===== src/rtl/conv_pkg.sv =====
// Shared constants for the 3x3 convolution MAC stage.
//   PROD_W        : width of one pixel*weight product (9b signed x 8b signed)
//   ROWSUM_W      : width of one row sum (3 products)
//   ACC_W         : width of the full accumulator (3 row sums + bias)
//   WGT_ADDR_BIAS : write address that selects the bias register
//   KERNEL_TAPS   : number of kernel weights (3x3)
//   frame_windows : number of valid 3x3 windows in one image frame
package conv_pkg;

  localparam int PROD_W        = 17;
  localparam int ROWSUM_W      = 19;
  localparam int ACC_W         = 22;
  localparam int WGT_ADDR_BIAS = 9;
  localparam int KERNEL_TAPS   = 9;

  // A 3x3 window without padding loses one pixel on every border.
  function automatic int frame_windows(input int img_w, input int img_h);
    return (img_w - 2) * (img_h - 2);
  endfunction

endpackage


===== src/rtl/conv_row_mac.sv =====
// One window row of the 3x3 MAC: three signed multiplies (registered)
// followed by a registered 3-input adder.
// Ports:
//   clk, rst_n : clock, asynchronous active-low reset
//   row        : three unsigned pixels {left, mid, right}, left in MSBs
//   wgt        : three signed weights, same packing as row
//   row_sum    : signed sum of the three products, two cycles after row
module conv_row_mac
  import conv_pkg::*;
#(
  parameter int PIX_W = 8,
  parameter int WGT_W = 8
) (
  input  logic                       clk,
  input  logic                       rst_n,
  input  logic [3*PIX_W-1:0]         row,
  input  logic [3*WGT_W-1:0]         wgt,
  output logic signed [ROWSUM_W-1:0] row_sum
);

  logic signed [PROD_W-1:0] prod_c [3];
  logic signed [PROD_W-1:0] prod_q [3];

  for (genvar i = 0; i < 3; i++) begin : g_tap
    logic signed [PIX_W:0]   pix_s;
    logic signed [WGT_W-1:0] wgt_s;
    // Pixels are unsigned: a zero MSB turns them into non-negative signed values.
    assign pix_s     = {1'b0, row[(2-i)*PIX_W +: PIX_W]};
    assign wgt_s     = wgt[(2-i)*WGT_W +: WGT_W];
    assign prod_c[i] = PROD_W'(pix_s) * PROD_W'(wgt_s);
  end

  always_ff @(posedge clk or negedge rst_n) begin
    if (!rst_n) begin
      for (int i = 0; i < 3; i++) prod_q[i] <= '0;
      row_sum <= '0;
    end else begin
      for (int i = 0; i < 3; i++) prod_q[i] <= prod_c[i];
      row_sum <= ROWSUM_W'(prod_q[0]) + ROWSUM_W'(prod_q[1]) + ROWSUM_W'(prod_q[2]);
    end
  end

endmodule


===== src/rtl/conv3x3_mac_relu.sv =====
// 3x3 convolution with loadable kernel and bias, arithmetic right-shift
// requantisation, ReLU and unsigned saturation, plus a per-frame output
// counter.
// Ports:
//   iClk, iRsn                  : clock, asynchronous active-low reset
//   iWindowRow1..3              : window rows {left, mid, right}, left in MSBs
//   iWindowValid                : window rows valid this cycle
//   iWgtWrEn/iWgtAddr/iWgtData  : kernel (addr 0..8 = r*3+c) / bias (addr 9) write
//   oPixelOut, oPixelValid      : result pixel and its valid
//   oFrameDone                  : pulse with the last pixel of a frame
//   oSatFlag                    : sticky positive-saturation flag
// Handshake: valid-only stream. A window is taken on every edge where
// iWindowValid=1 and its pixel appears with oPixelValid=1 exactly four edges
// later; there is no ready, the stage always accepts and never stalls.
module conv3x3_mac_relu
  import conv_pkg::*;
#(
  parameter int PIX_W  = 8,
  parameter int WGT_W  = 8,
  parameter int BIAS_W = 16,
  parameter int SHIFT  = 4,
  parameter int OUT_W  = 8,
  parameter int IMG_W  = 28,
  parameter int IMG_H  = 28
) (
  input  logic               iClk,
  input  logic               iRsn,
  input  logic [3*PIX_W-1:0] iWindowRow1,
  input  logic [3*PIX_W-1:0] iWindowRow2,
  input  logic [3*PIX_W-1:0] iWindowRow3,
  input  logic               iWindowValid,
  input  logic               iWgtWrEn,
  input  logic [3:0]         iWgtAddr,
  input  logic [BIAS_W-1:0]  iWgtData,
  output logic [OUT_W-1:0]   oPixelOut,
  output logic               oPixelValid,
  output logic               oFrameDone,
  output logic               oSatFlag
);

  localparam int                      N_WIN    = frame_windows(IMG_W, IMG_H);
  localparam int                      CNT_W    = 10;
  localparam logic [CNT_W-1:0]        CNT_LAST = CNT_W'(N_WIN - 1);
  localparam logic signed [ACC_W-1:0] OUT_MAX  = ACC_W'((1 << OUT_W) - 1);

  // Kernel and bias registers
  logic signed [WGT_W-1:0]  wgt [KERNEL_TAPS];
  logic signed [BIAS_W-1:0] bias;

  always_ff @(posedge iClk or negedge iRsn) begin
    if (!iRsn) begin
      for (int i = 0; i < KERNEL_TAPS; i++) wgt[i] <= '0;
      bias <= '0;
    end else if (iWgtWrEn) begin
      if (iWgtAddr == 4'(WGT_ADDR_BIAS)) bias <= iWgtData;
      for (int i = 0; i < KERNEL_TAPS; i++) begin
        if (iWgtAddr == 4'(i)) wgt[i] <= iWgtData[WGT_W-1:0];
      end
    end
  end

  // S1-S2: per-row multiply and row sum. The products register the weights
  // as they stand before this edge, so a same-edge write affects only later windows.
  logic [3*PIX_W-1:0]         rows    [3];
  logic signed [ROWSUM_W-1:0] row_sum [3];

  assign rows[0] = iWindowRow1;
  assign rows[1] = iWindowRow2;
  assign rows[2] = iWindowRow3;

  for (genvar r = 0; r < 3; r++) begin : g_row
    logic [3*WGT_W-1:0] wgt_row;
    assign wgt_row = {wgt[3*r], wgt[3*r+1], wgt[3*r+2]};
    conv_row_mac #(.PIX_W(PIX_W), .WGT_W(WGT_W)) u_row (
      .clk     (iClk),
      .rst_n   (iRsn),
      .row     (rows[r]),
      .wgt     (wgt_row),
      .row_sum (row_sum[r])
    );
  end

  // Bias travels alongside the products so a write cannot reach a window
  // that is already past S1.
  logic                     v1, v2, v3;
  logic signed [BIAS_W-1:0] bias_s1, bias_s2;
  logic signed [ACC_W-1:0]  acc;

  always_ff @(posedge iClk or negedge iRsn) begin
    if (!iRsn) begin
      v1      <= 1'b0;
      v2      <= 1'b0;
      v3      <= 1'b0;
      bias_s1 <= '0;
      bias_s2 <= '0;
      acc     <= '0;
    end else begin
      v1      <= iWindowValid;
      v2      <= v1;
      v3      <= v2;
      bias_s1 <= bias;
      bias_s2 <= bias_s1;
      acc     <= ACC_W'(row_sum[0]) + ACC_W'(row_sum[1]) + ACC_W'(row_sum[2])
                 + ACC_W'(bias_s2);
    end
  end

  // S4: requantise, ReLU, saturate
  logic signed [ACC_W-1:0] shifted;
  logic [OUT_W-1:0]        relu_sat;
  logic                    sat_hit;

  always_comb begin
    shifted  = acc >>> SHIFT;
    relu_sat = shifted[OUT_W-1:0];
    sat_hit  = 1'b0;
    if (shifted[ACC_W-1]) begin
      relu_sat = '0;
    end else if (shifted > OUT_MAX) begin
      relu_sat = '1;
      sat_hit  = 1'b1;
    end
  end

  logic [CNT_W-1:0] out_cnt;

  always_ff @(posedge iClk or negedge iRsn) begin
    if (!iRsn) begin
      oPixelOut   <= '0;
      oPixelValid <= 1'b0;
      oFrameDone  <= 1'b0;
      oSatFlag    <= 1'b0;
      out_cnt     <= '0;
    end else begin
      oPixelValid <= v3;
      oFrameDone  <= 1'b0;
      if (v3) begin
        oPixelOut <= relu_sat;
        if (sat_hit) oSatFlag <= 1'b1;
        if (out_cnt == CNT_LAST) begin
          out_cnt    <= '0;
          oFrameDone <= 1'b1;
        end else begin
          out_cnt <= out_cnt + 1'b1;
        end
      end
    end
  end

endmodule


===== config.mk =====
export PLATFORM = sky130hd
export DESIGN_NAME = conv3x3_mac_relu
export DESIGN_NICKNAME = d
export VERILOG_FILES = /design/src/rtl/conv_pkg.sv /design/src/rtl/conv_row_mac.sv /design/src/rtl/conv3x3_mac_relu.sv
export SDC_FILE = /design/constraint.sdc
export NUM_CORES = 2
export LEC_CHECK = 0
export BUFFER_PORTS_ARGS = -buffer_cell sky130_fd_sc_hd__buf_2
export CAP_MARGIN = 30
export CORE_MARGIN = 2
export CORE_UTILIZATION = 25
export CTS_BUF_LIST = sky130_fd_sc_hd__clkbuf_2 sky130_fd_sc_hd__clkbuf_4 sky130_fd_sc_hd__clkbuf_8
export DETAILED_ROUTE_END_ITERATION = 6
export PLACE_DENSITY = 0.46
export SLEW_MARGIN = 20
export SYNTH_ARGS = -nofsm -noshare
export SYNTH_HDL_FRONTEND = slang
export SYNTH_HIERARCHICAL = 1
export SYNTH_SLANG_ARGS = --single-unit

===== constraint.sdc =====
create_clock -name iClk -period 7.5 [get_ports iClk]
set_clock_uncertainty 0.15 [all_clocks]
set_input_delay 0.75 -clock iClk [delete_from_list [all_inputs] [get_ports iClk]]
set_output_delay 0.75 -clock iClk [all_outputs]
set_load 0.03 [all_outputs]

==> results.sh <==
export IMPL_worstMarginPinSlew_ns=1.06
export IMPL_rsz0062_at_grt="false"
export IMPL_postCtsSetupBuffers=0
export IMPL_drt_antenna_violating_nets=0
export IMPL_arrival_ns=5.21
export IMPL_synth_top_area_cell="dfrtp_1"
export IMPL_relSlewSlack_pct=28.4
export IMPL_syn_nets=4591
export IMPL_drc_errors=0
export IMPL_finalHoldViolCount=0
export IMPL_clk_pin_slew_ns=0.06
export IMPL_placed_area_mm2=0.0396
export IMPL_initial_utilization_pct=25.2
export IMPL_status="complete, no violations"
export IMPL_clock_latency_ns=0.69
export IMPL_hold_class="register to register"
export IMPL_crit_fanout=6
export IMPL_synth_seq_area_share_pct=25.3
export IMPL_maxCapViolCount=0
export IMPL_synth_ff_type="dfrtp_1"
export IMPL_cts_tree="built"
export IMPL_maxSlewViolCount=0
export IMPL_async_flop_share_pct=100
export IMPL_final_util_pct=28.3
export IMPL_startpoint="g_row[0].wgt_row[15]"
export IMPL_cts_sinks=372
export IMPL_layout_min_cycle_time_ns=4.82
export IMPL_synth_top_cell_area_share_pct=25.3
export IMPL_required_ns=7.89
export IMPL_cts_root_buf="clkbuf_8"
export IMPL_io_buffers=106
export IMPL_ys_top_cells_by_area="dfrtp_1 25%, fa_1 23%, ha_1 16%, inv_1 6.9%, and2_1 6.4%"
export IMPL_grt_overflow_total=0
export IMPL_fin_crit_sh_pct=64.3
export IMPL_layout_nets=4748
export IMPL_drt_total_wl_um=92300
export IMPL_fp_row_count=140
export IMPL_vias_per_cell=4.31
export IMPL_grt_pass1_wl_um=149000
export IMPL_path_buf_inv=3
export IMPL_crit_slowest_cell="fa_1"
export IMPL_netlist_instances=3612
export IMPL_clock_path_buffers=3
export IMPL_die_w_um=387
export IMPL_cts_made_buffers=74
export IMPL_syn_cell_area_mm2=0.0367
export IMPL_wl_per_cell_um=16.1
export IMPL_rr_startpoint="g_row[0].wgt_row[15]"
export IMPL_num_vias=24800
export IMPL_cp_start_kind="register"
export IMPL_stdcell_area_mm2=0.0412
export IMPL_yosys_warnings=6
export IMPL_hold_ws_ns=0.193
export IMPL_place_gp_congestion=0.798
export IMPL_ys_ff_latch=372
export IMPL_timing_fmax_mhz=207
export IMPL_antenna_found_initial=10
export IMPL_core_region_area_mm2=0.146
export IMPL_syn_to_final_growth_pct=12.2
export IMPL_finalSetupViolCount=0
export IMPL_tns_ns=0
export IMPL_critPathCaptureType="register"
export IMPL_grt_max_degree=170
export IMPL_crit_chain="inv_1 -> nor2_1 -> fa_1 -> fa_1 -> fa_1 -> inv_1 -> fa_1 -> inv_1 -> ha_1 -> a21o_1 -> nand2_1 -> a31oi_1 -> nor2_1 -> o311ai_0"
export IMPL_synth_avg_cell_area_um2=10.2
export IMPL_die_area_mm2=0.150
export IMPL_path_class="register to register"
export IMPL_crit_top_cell="fa_1"
export IMPL_first_iter_violations=1040
export IMPL_cpPeakStageDelay_ns=0.54
export IMPL_die_y_um=387
export IMPL_htree_levels=3
export IMPL_dpl_hpwl_um=72900
export IMPL_cpLargestDelayFamily="adder cells"
export IMPL_drtPass1Iterations=5
export IMPL_io_pins=107
export IMPL_grt_usage_pct=12.7
export IMPL_synth_edf_count=0
export IMPL_ys_types=88
export IMPL_worstHoldStart="bias_s1[11]"
export IMPL_grt_pass1_vias=26100
export IMPL_drive_above_1_share_pct=9.91
placed cells by master, fill, tap and decap left out, types with 8 or more instances in the layout:
cell type / Yosys / final
inv_1: 679 / 679
ha_1: 458 / 458
fa_1: 425 / 425
and2_1: 375 / 375
dfrtp_1: 372 / 372
nand2_1: 227 / 227
nor2_1: 156 / 155
buf_2: 2 / 105
xnor2_1: 99 / 99
a21oi_1: 94 / 94
mux2_2: 90 / 90
clkbuf_8: 1 / 85
o21ai_0: 83 / 83
a21o_1: 46 / 46
nand2b_1: 46 / 46
xor2_1: 39 / 39
nor3_1: 38 / 38
nand3_1: 27 / 27
nor2b_1: 27 / 27
o21a_1: 24 / 24
o21ai_1: 22 / 22
clkinv_2: 0 / 18
o211ai_1: 17 / 17
a31oi_1: 16 / 16
a211oi_1: 16 / 16
clkbuf_4: 0 / 16
and3_1: 15 / 15
nand4_1: 15 / 15
nor4_1: 11 / 11
a311oi_1: 10 / 10
a21oi_2: 8 / 8
o21bai_1: 8 / 8
nand3b_1: 8 / 8
layer usage:
| layer | track usage [%] | routed length, µm |
|---|---|---|
| met5 | 0 | 12 |
| met4 | 2.83 | 1670 |
| met3 | 1.83 | 3730 |
| met2 | 20.2 | 42100 |
| met1 | 18.1 | 44800 |
cell families after synthesis:
logic type | share of synthesized area (%)
and+or+nand+nor | 14.2
adders and majority gates | 38.8
buffers and inverters | 7.37
AOI/OAI and AO/OA | 8.12
DFF | 25.3
xor gates and xnor gates | 3.29
muxes | 2.92
sequential cells by signal, indices dropped and copies added (netlist names):
name                 flops
acc                     18
g_row.u_row/prod_q     153
bias_s1                 16
oSatFlag                 1
oPixelOut                8
g_row.wgt_row           72
bias_s2                 16
bias                    16
v3                       1
oPixelValid              1
v1                       1
g_row.u_row/row_sum     57
oFrameDone               1
out_cnt                 10
v2                       1
final timing paths:
path	endpoint	slack [ns]	cells past startpoint
min	bias_s2[11]	0.19	0
max reg2reg	g_row[0].u_row/prod_q[31]	2.68	14
min reg2reg	bias_s2[11]	0.19	0
max	g_row[0].u_row/prod_q[31]	2.68	14
max in group asynchronous	out_cnt[5]	5.29	3
min in group asynchronous	g_row[1].wgt_row[14]	0.51	2
synth_stat cells, types with 5 or more instances:
library cell and number:
a211oi_1 16, mux2_2 90, mux2i_1 6, nand3_1 27, a311oi_1 10, a21oi_1 94, xor2_1 39, a211o_1 5
nor3_1 38, o31ai_1 7, nand4_1 15, and2_1 375, o31a_1 7, nor2_1 156, o21a_1 24, a31oi_1 16
inv_1 679, a21oi_2 8, a31o_2 5, o21bai_1 8, or3_1 7, or4b_1 5, a21o_1 46, and3_1 15
o21ai_0 83, nor2b_1 27, buf_1 9, nor4_1 11, ha_1 458, o211ai_1 17, nand2b_1 46, clkbuf_1 14
dfrtp_1 372, nand2_1 227, nor3b_1 5, nand3b_1 8, fa_1 425, o21ai_1 22, xnor2_1 99, or4_1 5
stage by stage:
step | setup WS (ns) | cells
final | 2.68 | 5748
after global routing | 2.32 | 5743
after CTS | 2.58 | 5742
after detailed placement | 2.45 | 5608
after global placement | 2.46 | 5608
after floorplan | 2.88 | 3612
what timing repair did:
item                      CTS  global route
hold buffers                2             0
resized for setup           0             0
hold endpoints to repair   85             0
layout make-up:
type	count	area, µm²
Antenna cell	6	15.0
Timing Repair Buffer	111	608
Clock inverter	31	319
Tap cell	1917	2400
Fill cell	15500	105000
Inverter	680	2550
Multi-Input combinational cell	2530	24700
Sequential cell	372	9310
Clock buffer	101	1290
Power is not shown: default switching activity piles up to over one toggle a cycle in this logic, so the estimate is an artifact.
